[config.mk]
export PLATFORM = sky130hd
export DESIGN_NAME = lpm_hint_parser
export DESIGN_NICKNAME = d
export VERILOG_FILES = /design/src/rtl/lpm_hint_pkg.sv /design/src/rtl/lpm_hint_char_class.sv /design/src/rtl/lpm_hint_parser.sv
export SDC_FILE = /design/constraint.sdc
export NUM_CORES = 1
export LEC_CHECK = 0
export ABC_AREA = 1
export ABC_CLOCK_PERIOD_IN_PS = 3100
export BUFFER_PORTS_ARGS = -buffer_cell sky130_fd_sc_hd__buf_2
export CORE_ASPECT_RATIO = 1.1
export CORE_MARGIN = 1
export CORE_UTILIZATION = 25
export CTS_CLUSTER_DIAMETER = 30
export DETAILED_ROUTE_END_ITERATION = 8
export HOLD_SLACK_MARGIN = 0.05
export RECOVER_POWER = 50
export SYNTH_ARGS = -nofsm -noshare
export SYNTH_HDL_FRONTEND = slang
export SYNTH_HIERARCHICAL = 1
export SYNTH_SLANG_ARGS = --single-unit
[constraint.sdc]
create_clock -name clock -period 3.1 [get_ports clock]
set_input_delay 0.465 -clock clock [delete_from_list [all_inputs] [get_ports clock]]
set_output_delay 0.465 -clock clock [all_outputs]
set_load 0.05 [all_outputs]
[src/rtl/lpm_hint_pkg.sv]
`default_nettype none
// ============================================================================
//  Module      : lpm_hint_pkg
//  Description : Shared types and constants for the LPM hint-string parser.
//                Provides the character constants, the FSM state and field
//                phase encodings, a byte typedef and an ASCII upper-case
//                folding helper.
//  Revision    : 1.0 - initial release
// ============================================================================
package lpm_hint_pkg;

    typedef logic [7:0] byte_t;

    localparam byte_t CH_COMMA = 8'h2C;
    localparam byte_t CH_EQ    = 8'h3D;
    localparam byte_t CH_SPACE = 8'h20;
    localparam byte_t CH_TAB   = 8'h09;

    typedef enum logic [1:0] {
        IDLE = 2'd0,
        SCAN = 2'd1,
        DONE = 2'd2
    } state_t;

    typedef enum logic {
        KEY = 1'b0,
        VAL = 1'b1
    } phase_t;

    // Map a-z onto A-Z; every other byte passes through untouched.
    function automatic byte_t fold_upper(input byte_t c);
        if (c >= 8'h61 && c <= 8'h7A) begin
            return c - 8'h20;
        end
        return c;
    endfunction

endpackage
`default_nettype wire

[src/rtl/lpm_hint_char_class.sv]
`default_nettype none
// ============================================================================
//  Module      : lpm_hint_char_class
//  Description : Combinational classifier for one hint-string byte.
//                Flags padding, whitespace, '=' and ',' and produces the
//                byte used for key comparison.  When LPM_HINT_NOCASE_EN is
//                defined the comparison byte is folded to upper case;
//                otherwise it equals the input byte.
//  Ports       : i_ch        - byte under test
//                o_is_pad    - byte is 0x00 (string padding)
//                o_is_ws     - byte is space or tab
//                o_is_eq     - byte is '='
//                o_is_comma  - byte is ','
//                o_folded    - byte used for key comparison
//  Macros      : LPM_HINT_NOCASE_EN - enable case-insensitive key folding
//  Revision    : 1.0 - initial release
// ============================================================================
module lpm_hint_char_class
    import lpm_hint_pkg::*;
(
    input  logic [7:0] i_ch,
    output logic       o_is_pad,
    output logic       o_is_ws,
    output logic       o_is_eq,
    output logic       o_is_comma,
    output logic [7:0] o_folded
);

    assign o_is_pad   = (i_ch == 8'h00);
    assign o_is_ws    = (i_ch == CH_SPACE) || (i_ch == CH_TAB);
    assign o_is_eq    = (i_ch == CH_EQ);
    assign o_is_comma = (i_ch == CH_COMMA);

`ifdef LPM_HINT_NOCASE_EN
    assign o_folded = fold_upper(i_ch);
`else
    assign o_folded = i_ch;
`endif

endmodule
`default_nettype wire

[src/rtl/lpm_hint_parser.sv]
`default_nettype none
// ============================================================================
//  Module      : lpm_hint_parser
//  Description : Sequential evaluator for a compile-time hint string of the
//                form "NAME=VALUE, NAME=VALUE".  One byte is consumed per
//                clock, most-significant byte first, for exactly HINT_BYTES
//                cycles.  done pulses HINT_BYTES+1 edges after an accepted
//                start; found/value then hold until the next accepted start.
//  Parameters  : LPM_HINT   - packed hint string, first char in the MS byte
//                HINT_BYTES - byte width of LPM_HINT
//                NAME_BYTES - byte width of the query name (>= 2)
//                VAL_BYTES  - byte width of the returned value (>= 2)
//  Ports       : clock  - rising-edge clock
//                sclr_n - synchronous active-low reset
//                start  - begin a lookup (ignored while busy)
//                name   - right-aligned query name, zero-filled on the left
//                busy   - lookup in progress
//                done   - one-cycle result-valid pulse
//                found  - name present with an '=' binding
//                value  - right-aligned value string, zero if not found
//  Macros      : LPM_HINT_NOCASE_EN - case-insensitive name comparison
//  Revision    : 1.0 - initial release
// ============================================================================
module lpm_hint_parser
    import lpm_hint_pkg::*;
#(
    parameter int                      HINT_BYTES = 256,
    parameter int                      NAME_BYTES = 32,
    parameter int                      VAL_BYTES  = 32,
    parameter logic [8*HINT_BYTES-1:0] LPM_HINT   = "UNUSED"
) (
    input  logic                    clock,
    input  logic                    sclr_n,
    input  logic                    start,
    input  logic [8*NAME_BYTES-1:0] name,
    output logic                    busy,
    output logic                    done,
    output logic                    found,
    output logic [8*VAL_BYTES-1:0]  value
);

    localparam int c_IDX_W = (HINT_BYTES > 1) ? $clog2(HINT_BYTES) : 1;
    localparam logic [c_IDX_W-1:0] c_IDX_LAST = c_IDX_W'(HINT_BYTES - 1);

    state_t                  r_state;
    phase_t                  r_phase;
    logic [c_IDX_W-1:0]      r_idx;
    logic [8*NAME_BYTES-1:0] r_name;
    logic [8*NAME_BYTES-1:0] r_key;
    logic                    r_key_ovf;
    logic                    r_match_active;
    logic                    r_matched;
    logic                    r_busy;
    logic                    r_done;
    logic                    r_found;
    logic [8*VAL_BYTES-1:0]  r_value;

    logic [8*NAME_BYTES-1:0] w_name_in;
    logic [7:0]              w_byte;
    logic                    w_is_pad;
    logic                    w_is_ws;
    logic                    w_is_eq;
    logic                    w_is_comma;
    logic [7:0]              w_folded;

    assign busy  = r_busy;
    assign done  = r_done;
    assign found = r_found;
    assign value = r_value;

    // The query name is folded once when latched so the per-byte compare
    // only has to fold the key side.
`ifdef LPM_HINT_NOCASE_EN
    for (genvar g = 0; g < NAME_BYTES; g++) begin : g_name_fold
        assign w_name_in[8*g +: 8] = fold_upper(name[8*g +: 8]);
    end
`else
    assign w_name_in = name;
`endif

    assign w_byte = LPM_HINT[8*r_idx +: 8];

    lpm_hint_char_class u_char_class (
        .i_ch       (w_byte),
        .o_is_pad   (w_is_pad),
        .o_is_ws    (w_is_ws),
        .o_is_eq    (w_is_eq),
        .o_is_comma (w_is_comma),
        .o_folded   (w_folded)
    );

    always_ff @(posedge clock) begin
        if (!sclr_n) begin
            r_state        <= IDLE;
            r_phase        <= KEY;
            r_idx          <= '0;
            r_name         <= '0;
            r_key          <= '0;
            r_key_ovf      <= 1'b0;
            r_match_active <= 1'b0;
            r_matched      <= 1'b0;
            r_busy         <= 1'b0;
            r_done         <= 1'b0;
            r_found        <= 1'b0;
            r_value        <= '0;
        end else begin
            case (r_state)
                IDLE: begin
                    r_done <= 1'b0;
                    if (start) begin
                        r_name         <= w_name_in;
                        r_key          <= '0;
                        r_key_ovf      <= 1'b0;
                        r_match_active <= 1'b0;
                        r_matched      <= 1'b0;
                        r_found        <= 1'b0;
                        r_value        <= '0;
                        r_phase        <= KEY;
                        r_idx          <= c_IDX_LAST;
                        r_busy         <= 1'b1;
                        r_state        <= SCAN;
                    end
                end

                SCAN: begin
                    if (!w_is_pad && !w_is_ws) begin
                        if (w_is_comma) begin
                            r_key     <= '0;
                            r_key_ovf <= 1'b0;
                            r_phase   <= KEY;
                            if (r_match_active) begin
                                r_found        <= 1'b1;
                                r_match_active <= 1'b0;
                            end
                        end else if (r_phase == KEY) begin
                            if (w_is_eq) begin
                                // Any '=' ends the key; the rest of the field
                                // is value text, captured only for a match.
                                r_phase <= VAL;
                                if ((r_key == r_name) && !r_key_ovf && !r_matched) begin
                                    r_match_active <= 1'b1;
                                    r_matched      <= 1'b1;
                                end
                            end else begin
                                // Characters are never zero here, so a
                                // non-zero top byte means the key is full.
                                if (r_key[8*NAME_BYTES-1 -: 8] != 8'h00) begin
                                    r_key_ovf <= 1'b1;
                                end
                                r_key <= {r_key[8*NAME_BYTES-9:0], w_folded};
                            end
                        end else if (r_match_active) begin
                            r_value <= {r_value[8*VAL_BYTES-9:0], w_byte};
                        end
                    end

                    if (r_idx == '0) begin
                        r_state <= DONE;
                    end else begin
                        r_idx <= r_idx - c_IDX_W'(1);
                    end
                end

                DONE: begin
                    // A match in the final field has no trailing comma.
                    if (r_match_active) begin
                        r_found        <= 1'b1;
                        r_match_active <= 1'b0;
                    end
                    r_done  <= 1'b1;
                    r_busy  <= 1'b0;
                    r_state <= IDLE;
                end

                default: begin
                    r_busy  <= 1'b0;
                    r_done  <= 1'b0;
                    r_state <= IDLE;
                end
            endcase
        end
    end

endmodule
`default_nettype wire

# --- Word level (Yosys, flattened, before mapping) ---
# Cells that the tools add are included.
# Widths: inputs -> output; s select.
totals:
  ff_bits: 785
  n_memories: 0
  input_bits: 259
  ramBits: 0
  romBits: 0
  latch_bits: 0
classes:
  n_reduce_logical: 25
  multipliers: 0
  magnitude_cmp: 0
  n_bitwise: 1
  n_shift: 1
  add_sub_neg: 1
  mux: 45
  eq_ne: 23
  div_mod_pow: 0
ops:
  columns: ["cell", "count"]
  rows:
  - ["$mux 256", 9]
  - ["$shiftx 2048x12->8 const A", 1]
  - ["$pmux 256 s2", 2]
  - ["$eq 256x256->1", 1]
  - ["$eq 8x6->1 const B", 3]
  - ["$mux 1", 21]
  - ["$ne 2x2->1 const B", 9]
  - ["$reduce_and 6->1", 3]
  - ["$logic_not 8->1", 2]
  - ["$mux 8", 2]
  - ["$pmux 8 s2", 1]
  - ["$pmux 1 s2", 5]
  - ["$ne 3x2->1 const B", 3]
  - ["$eq 8x4->1 const B", 1]
  - ["$reduce_bool 8->1", 1]
  - ["$sub 8x1->8 const B", 1]
  - ["$reduce_and 7->1", 1]
  - ["$pmux 1 s3", 2]
  - ["$reduce_and 2->1", 3]
  - ["$reduce_and 3->1", 2]
  - ["$reduce_and 5->1", 1]
  - ["$logic_not 1->1", 4]
  - ["$mux 2", 2]
  - ["$ne 2x1->1 const B", 2]
  - ["other kinds (12)", 14]

# --- Logic depth before layout (Yosys ltp) ---
depth:
  ltp_word: 9
  mapped_depth: 21
  mapped_depth_nobuf: 20

# --- Hierarchy ---
# Netlist, hierarchy kept.
modules_own_cells:
  columns: ["module", "cells_each", "area_each_um2", "n_inst"]
  rows:
  - ["lpm_hint_parser", 3657, 28564.9, 1]
  - ["lpm_hint_char_class", 37, 187.7, 1]

# --- Worst setup path after synthesis ---
# No wires, ideal clock.
synth_timing:
  path_type: "reg2reg"
  from: "register r_idx[5]"
  to: "register r_key[10]"
  path_buffers: 2
  t_arrival_ns: 2.527
  setup_slack_ns: 0.439
  setup_time_ns: 0.134
  period_less_slack_ns: 2.661
  stages_incl_launch_ff: 20
  cell_sequence: "dfxtp_1 -> nor2_1 -> inv_1 -> nor3_1 -> nand2_1 -> a21oi_1 -> inv_2 -> nand2_1 -> nor2_1 -> and2_1 -> nor2_1 -> o21ai_2 -> nor2_1 -> inv_1 -> nor2_2 -> inv_1 -> nand2_1 -> buf_2 -> buf_2 -> o22ai_1"
synth_via:
  elab_cells_between_ends: 17
synth_rtl:
  columns: ["item", "line_no", "text"]
  rows:
  - ["start: declaration", "lpm_hint_parser.sv:47", "logic [c_IDX_W-1:0] r_idx;"]
  - ["start signal: assignment", "lpm_hint_parser.sv:119", "r_idx <= c_IDX_LAST;"]
  - ["start signal: assignment", "lpm_hint_parser.sv:160", "r_idx <= r_idx - c_IDX_W'(1);"]
  - ["$shiftx 2048x12->8", "lpm_hint_parser.sv:81", "assign w_byte = LPM_HINT[8*r_idx +: 8];"]
  - ["named net w_byte[0]", "lpm_hint_parser.sv:59", "logic [7:0] w_byte;"]
  - ["$logic_not 8->1", "lpm_hint_char_class.sv:29", "assign o_is_pad = (i_ch == 8'h00);"]
  - ["named net w_is_pad", "lpm_hint_parser.sv:60", "logic w_is_pad;"]
  - ["$logic_not 1->1", "lpm_hint_parser.sv:126", "if (!w_is_pad && !w_is_ws) begin"]
  - ["$logic_and 1x1->1", "lpm_hint_parser.sv:126", null]
  - ["$ne 2x2->1 (no source line)", null, null]
  - ["$reduce_and 5->1 (no source line)", null, null]
  - ["end signal: assignment", "lpm_hint_parser.sv:150", "r_key <= {r_key[8*NAME_BYTES-9:0], w_folded};"]
  - ["end: declaration", "lpm_hint_parser.sv:49", "logic [8*NAME_BYTES-1:0] r_key;"]
# The timed path passes the listed nets, and every way through them passes these cells. The select of a mux whose other input is x is not followed.
# A chain may end at the register's enable or synchronous reset.

# --- Final worst setup path ---
layout_timing:
  from: "register r_state[0]"
  to: "register r_name[65]"
layout_via:
  elab_chain_len: 2
layout_rtl:
  columns: ["item", "line_no", "text"]
  rows:
  - ["start: declaration", "lpm_hint_parser.sv:45", "state_t r_state;"]
  - ["start signal: assignment", "lpm_hint_parser.sv:94", "r_state <= IDLE;"]
  - ["start signal: assignment", "lpm_hint_parser.sv:121", "r_state <= SCAN;"]
  - ["start signal: assignment", "lpm_hint_parser.sv:158", "r_state <= DONE;"]
  - ["$logic_not 2->1", "lpm_hint_parser.sv:107", "case (r_state)"]
  - ["$reduce_and 2->1 (no source line)", null, null]
  - ["end signal: assignment", "lpm_hint_parser.sv:111", "r_name <= w_name_in;"]
  - ["end: declaration", "lpm_hint_parser.sv:48", "logic [8*NAME_BYTES-1:0] r_name;"]
# No other way between the ends.

==> results by group <==
Cells and area
  • Ratio of cells with drive above 1 in the final layout: 14.0%
  • Nets: 4624
  • Filler Cell Count: 12000
  • Layout Cells excl Fill: between 6000 and 7000
  • Layout area overhead: 39.1%

Global routing
  • Largest net degree at the start of global routing: 97
  • Initial antenna violation count: 12
  • Global route total overflow: 0
  • Total routing usage reported by global routing: around 15%
  • Global-route wire length before repair: approximately 140 mm
  • Vias in the first global route: roughly 26000

Power and ir drop
  • Power Density: 800 nW/µm²
  • Final Total Pwr: 32.0 mW
  • LEAKAGE: 15.8 nW
  • P_int: 23.2 mW
  • Switching pwr: 8.76 mW
  • Max rail drop VDD: approximately 0.6 mV
  • Reg power frac: 31.7%
  • Clock Power Share: 55.8%
  • Switching share of power: a little over a quarter
  • Comb pwr share: about an eighth

Clock tree
  • CTS tree: done
  • CTS sink count: 721
  • Clock transition at path regs: 0.05 ns
  • CTS max path bufs: 3
  • Num CTS Buffers: 157
  • Clk root buf: clkbuf_16
  • CTS H-tree lvls: 4
  • Clk Latency, worst-skew pair: approximately 0.72 ns

Detailed routing
  • Violation count after the first detailed-route iteration: between 1500 and 2000
  • DRT antenna net count: 0
  • Pre-antenna DRT Iters: 5
  • Via Count: 26600
  • # DRC: 0
  • Vias per cell: 4.42
  • Final WL: 92.8 mm
  • WL/cell: 15.4 µm

Synth
  • Top-area cell type share of the netlist area: 50.2%
  • Post-synth EDFFs: 0
  • FFs w/ async S/R, synth: 0%
  • Synth area leader: dfxtp_1
  • Syn Area/Cell: around 7.8 µm²
  • Most frequent cells after synthesis: dfxtp_1, nand2_1, nor2_1
  • Largest cells by area after synthesis: dfxtp_1, nand2_1, nor2_1
  • Synth cell types: 33
  • Syn Inst Count: between 3000 and 4000
  • YS warnings: 6
  • FF+latch count, synth: approximately 720
  • Top FF cell, synth: dfxtp_1
  • Seq/Total Area, Yosys: 50.2%
  • Netlist Area Pre-Place: approximately 29000 µm²
  • Most common cell in the netlist: dfxtp_1

Die
  • Die area: between 100000 and 150000 µm²
  • Starting density of the core: 25.2%
  • Ports: 518
  • Die Y: 358 µm
  • Num rows: 130
  • Die width: between 300 and 400 µm
  • Area of the core: 114000 µm²

Setup path
  • Crit-path slowest cell: nand2_2
  • R2R Path Start: r_state[0]
  • CP required: 3.73 ns
  • Max incr delay on CP: 0.76 ns
  • Cell Chain, Critical Path: inv_1, ha_1, nand2_2, buf_12, clkbuf_4, o21ai_0, a21oi_1
  • Startpoint Class: flip-flop
  • CP endpoint kind: flip-flop
  • Crit path max fanout: 54
  • CP arrival: approximately 3.5 ns
  • Worst Setup SP: r_state[0]
  • Worst Path Class, Setup: flip-flop to flip-flop

Placed design
  • I/O Buffers: 453
  • Final GP Congestion: 0.857
  • Number of instances in the placed design: 5523
  • Post-DP HPWL: 64.7 mm

STA
  • Max-slew violations: 0
  • Final Hold Viols: 0
  • FMAX: 347 MHz
  • Rel. slew slack: 31.1%
  • Tightest Pin Transition: 1.03 ns
  • Clock skew: 0.0301 ns
  • Final Cycle Share: around 93%
  • Fin crit period: 2.88 ns
  • Final setup fails: 0

Worst hold path
  • Worst hold path class: primary input to flip-flop
  • Hold path start: name[227]

Flow run
  • Max-cap viol count: 0

Outcome
  • Run status: finished, final reports clean
[routing by layer]
metal | routed length, µm | global-route usage [%] | up-vias
met3 | 5690 | 3.81 | 159
li1 | - | - | 13300
met2 | 42900 | 25.0 | 763
met5 | 93 | 0 | -
met4 | 2020 | 4.99 | 14
met1 | 42000 | 19.6 | 12300
[sequential cells by signal, indices dropped and copies added, names as in the netlist]
signal / count
r_key_ovf: 1
r_state: 2
r_phase: 1
r_name: 256
found: 1
r_key: 256
done: 1
r_matched: 1
value: 192
r_match_active: 1
r_idx: 8
busy: 1
[per-stage QoR]
| step | util, % | TNS [ns] | hold slack [ns] | worst slack, ns | instance area (µm²) |
|---|---|---|---|---|---|
| detailed placement | 28.5 | 0 | 0.456 | 0.0124 | 32500 |
| global placement | 28.5 | -0.133 | 0.451 | -0.00601 | 32500 |
| CTS | 35.2 | 0 | 0.0517 | 0.0628 | 40200 |
| floorplan | - | 0 | 0.434 | 0.439 | 29000 |
| finish | 35.0 | 0 | 0.0872 | 0.216 | 40000 |
| global route | 35.0 | -1.35 | 0.0630 | -0.0373 | 40000 |
[worst paths after layout]
kind / endpoint / slack (ns) / cells after the start
worst max-delay path: r_name[65] / 0.22 / 7
worst min-delay path: r_name[227] / 0.09 / 3
worst max register to register: r_name[65] / 0.22 / 7
worst min register to register: r_name[219] / 0.46 / 2
[worst max-delay path, delay by kind of cell (launching register included)]
family	cells	cell delay, ns
AND/OR/NAND/NOR	1	0.76
flip-flops	1	0.38
buffers and inverters	3	0.89
AO/OA/AOI/OAI	2	0.44
adder cells (fa/ha/maj)	1	0.28
[what timing repair did]
action                     in CTS  in global routing
cloned                          0                  2
resized for setup               1                 12
setup endpoints to repair      76                376
setup buffers                   0                  2
hold endpoints to repair      189                  0
hold buffers                  189                  0
[placed cells by master (no fill, tap or decap), drive strengths merged, types with 49 or more instances in the layout]
master,instances
a22oi,190
a21oi,191
conb,70
xnor2,49
dlygate4sd3,189
clkbuf,402
nand2,534
dfxtp,721
o21ai,308
buf,314
inv,526
o22ai,257
nor2,530
[power by group through the flow]
| stage | Combinational (mW) | Clock [mW] | Sequential [mW] |
|---|---|---|---|
| global route | 4.48 | 18.7 | 10.2 |
| floorplan | 2.68 | 0 | 10.2 |
| global placement | 3.72 | 0 | 10.3 |
| finish | 4.01 | 17.8 | 10.1 |
| detailed placement | 3.75 | 0 | 10.3 |
| CTS | 3.98 | 18.1 | 10.1 |
[logic make-up (layout without fill, tap and decap cells)]
family	count (synthesis)	in the layout	share of synthesized area, %
compound gates	955	955	19.5
xor+xnor	76	76	2.32
fa+ha+maj	8	8	0.348
buf+inv	785	1514	12.0
flops	721	721	50.2
other cells	1	73	0.0130
simple gates	1148	1148	15.6
[area by class of cell]
type	count	area, µm²	share of cell area (%)
sequential	721	14400	36.1
antenna	3	7.51	0.0188
inverter	506	1910	4.78
timing repair buffer	714	4810	12.0
multi-input combinational	2257	11200	28.0
clock inverter	103	1500	3.75
clock buffer	191	4240	10.6
tap	1518	1900	4.75
Power figures use the tool's default switching activity.
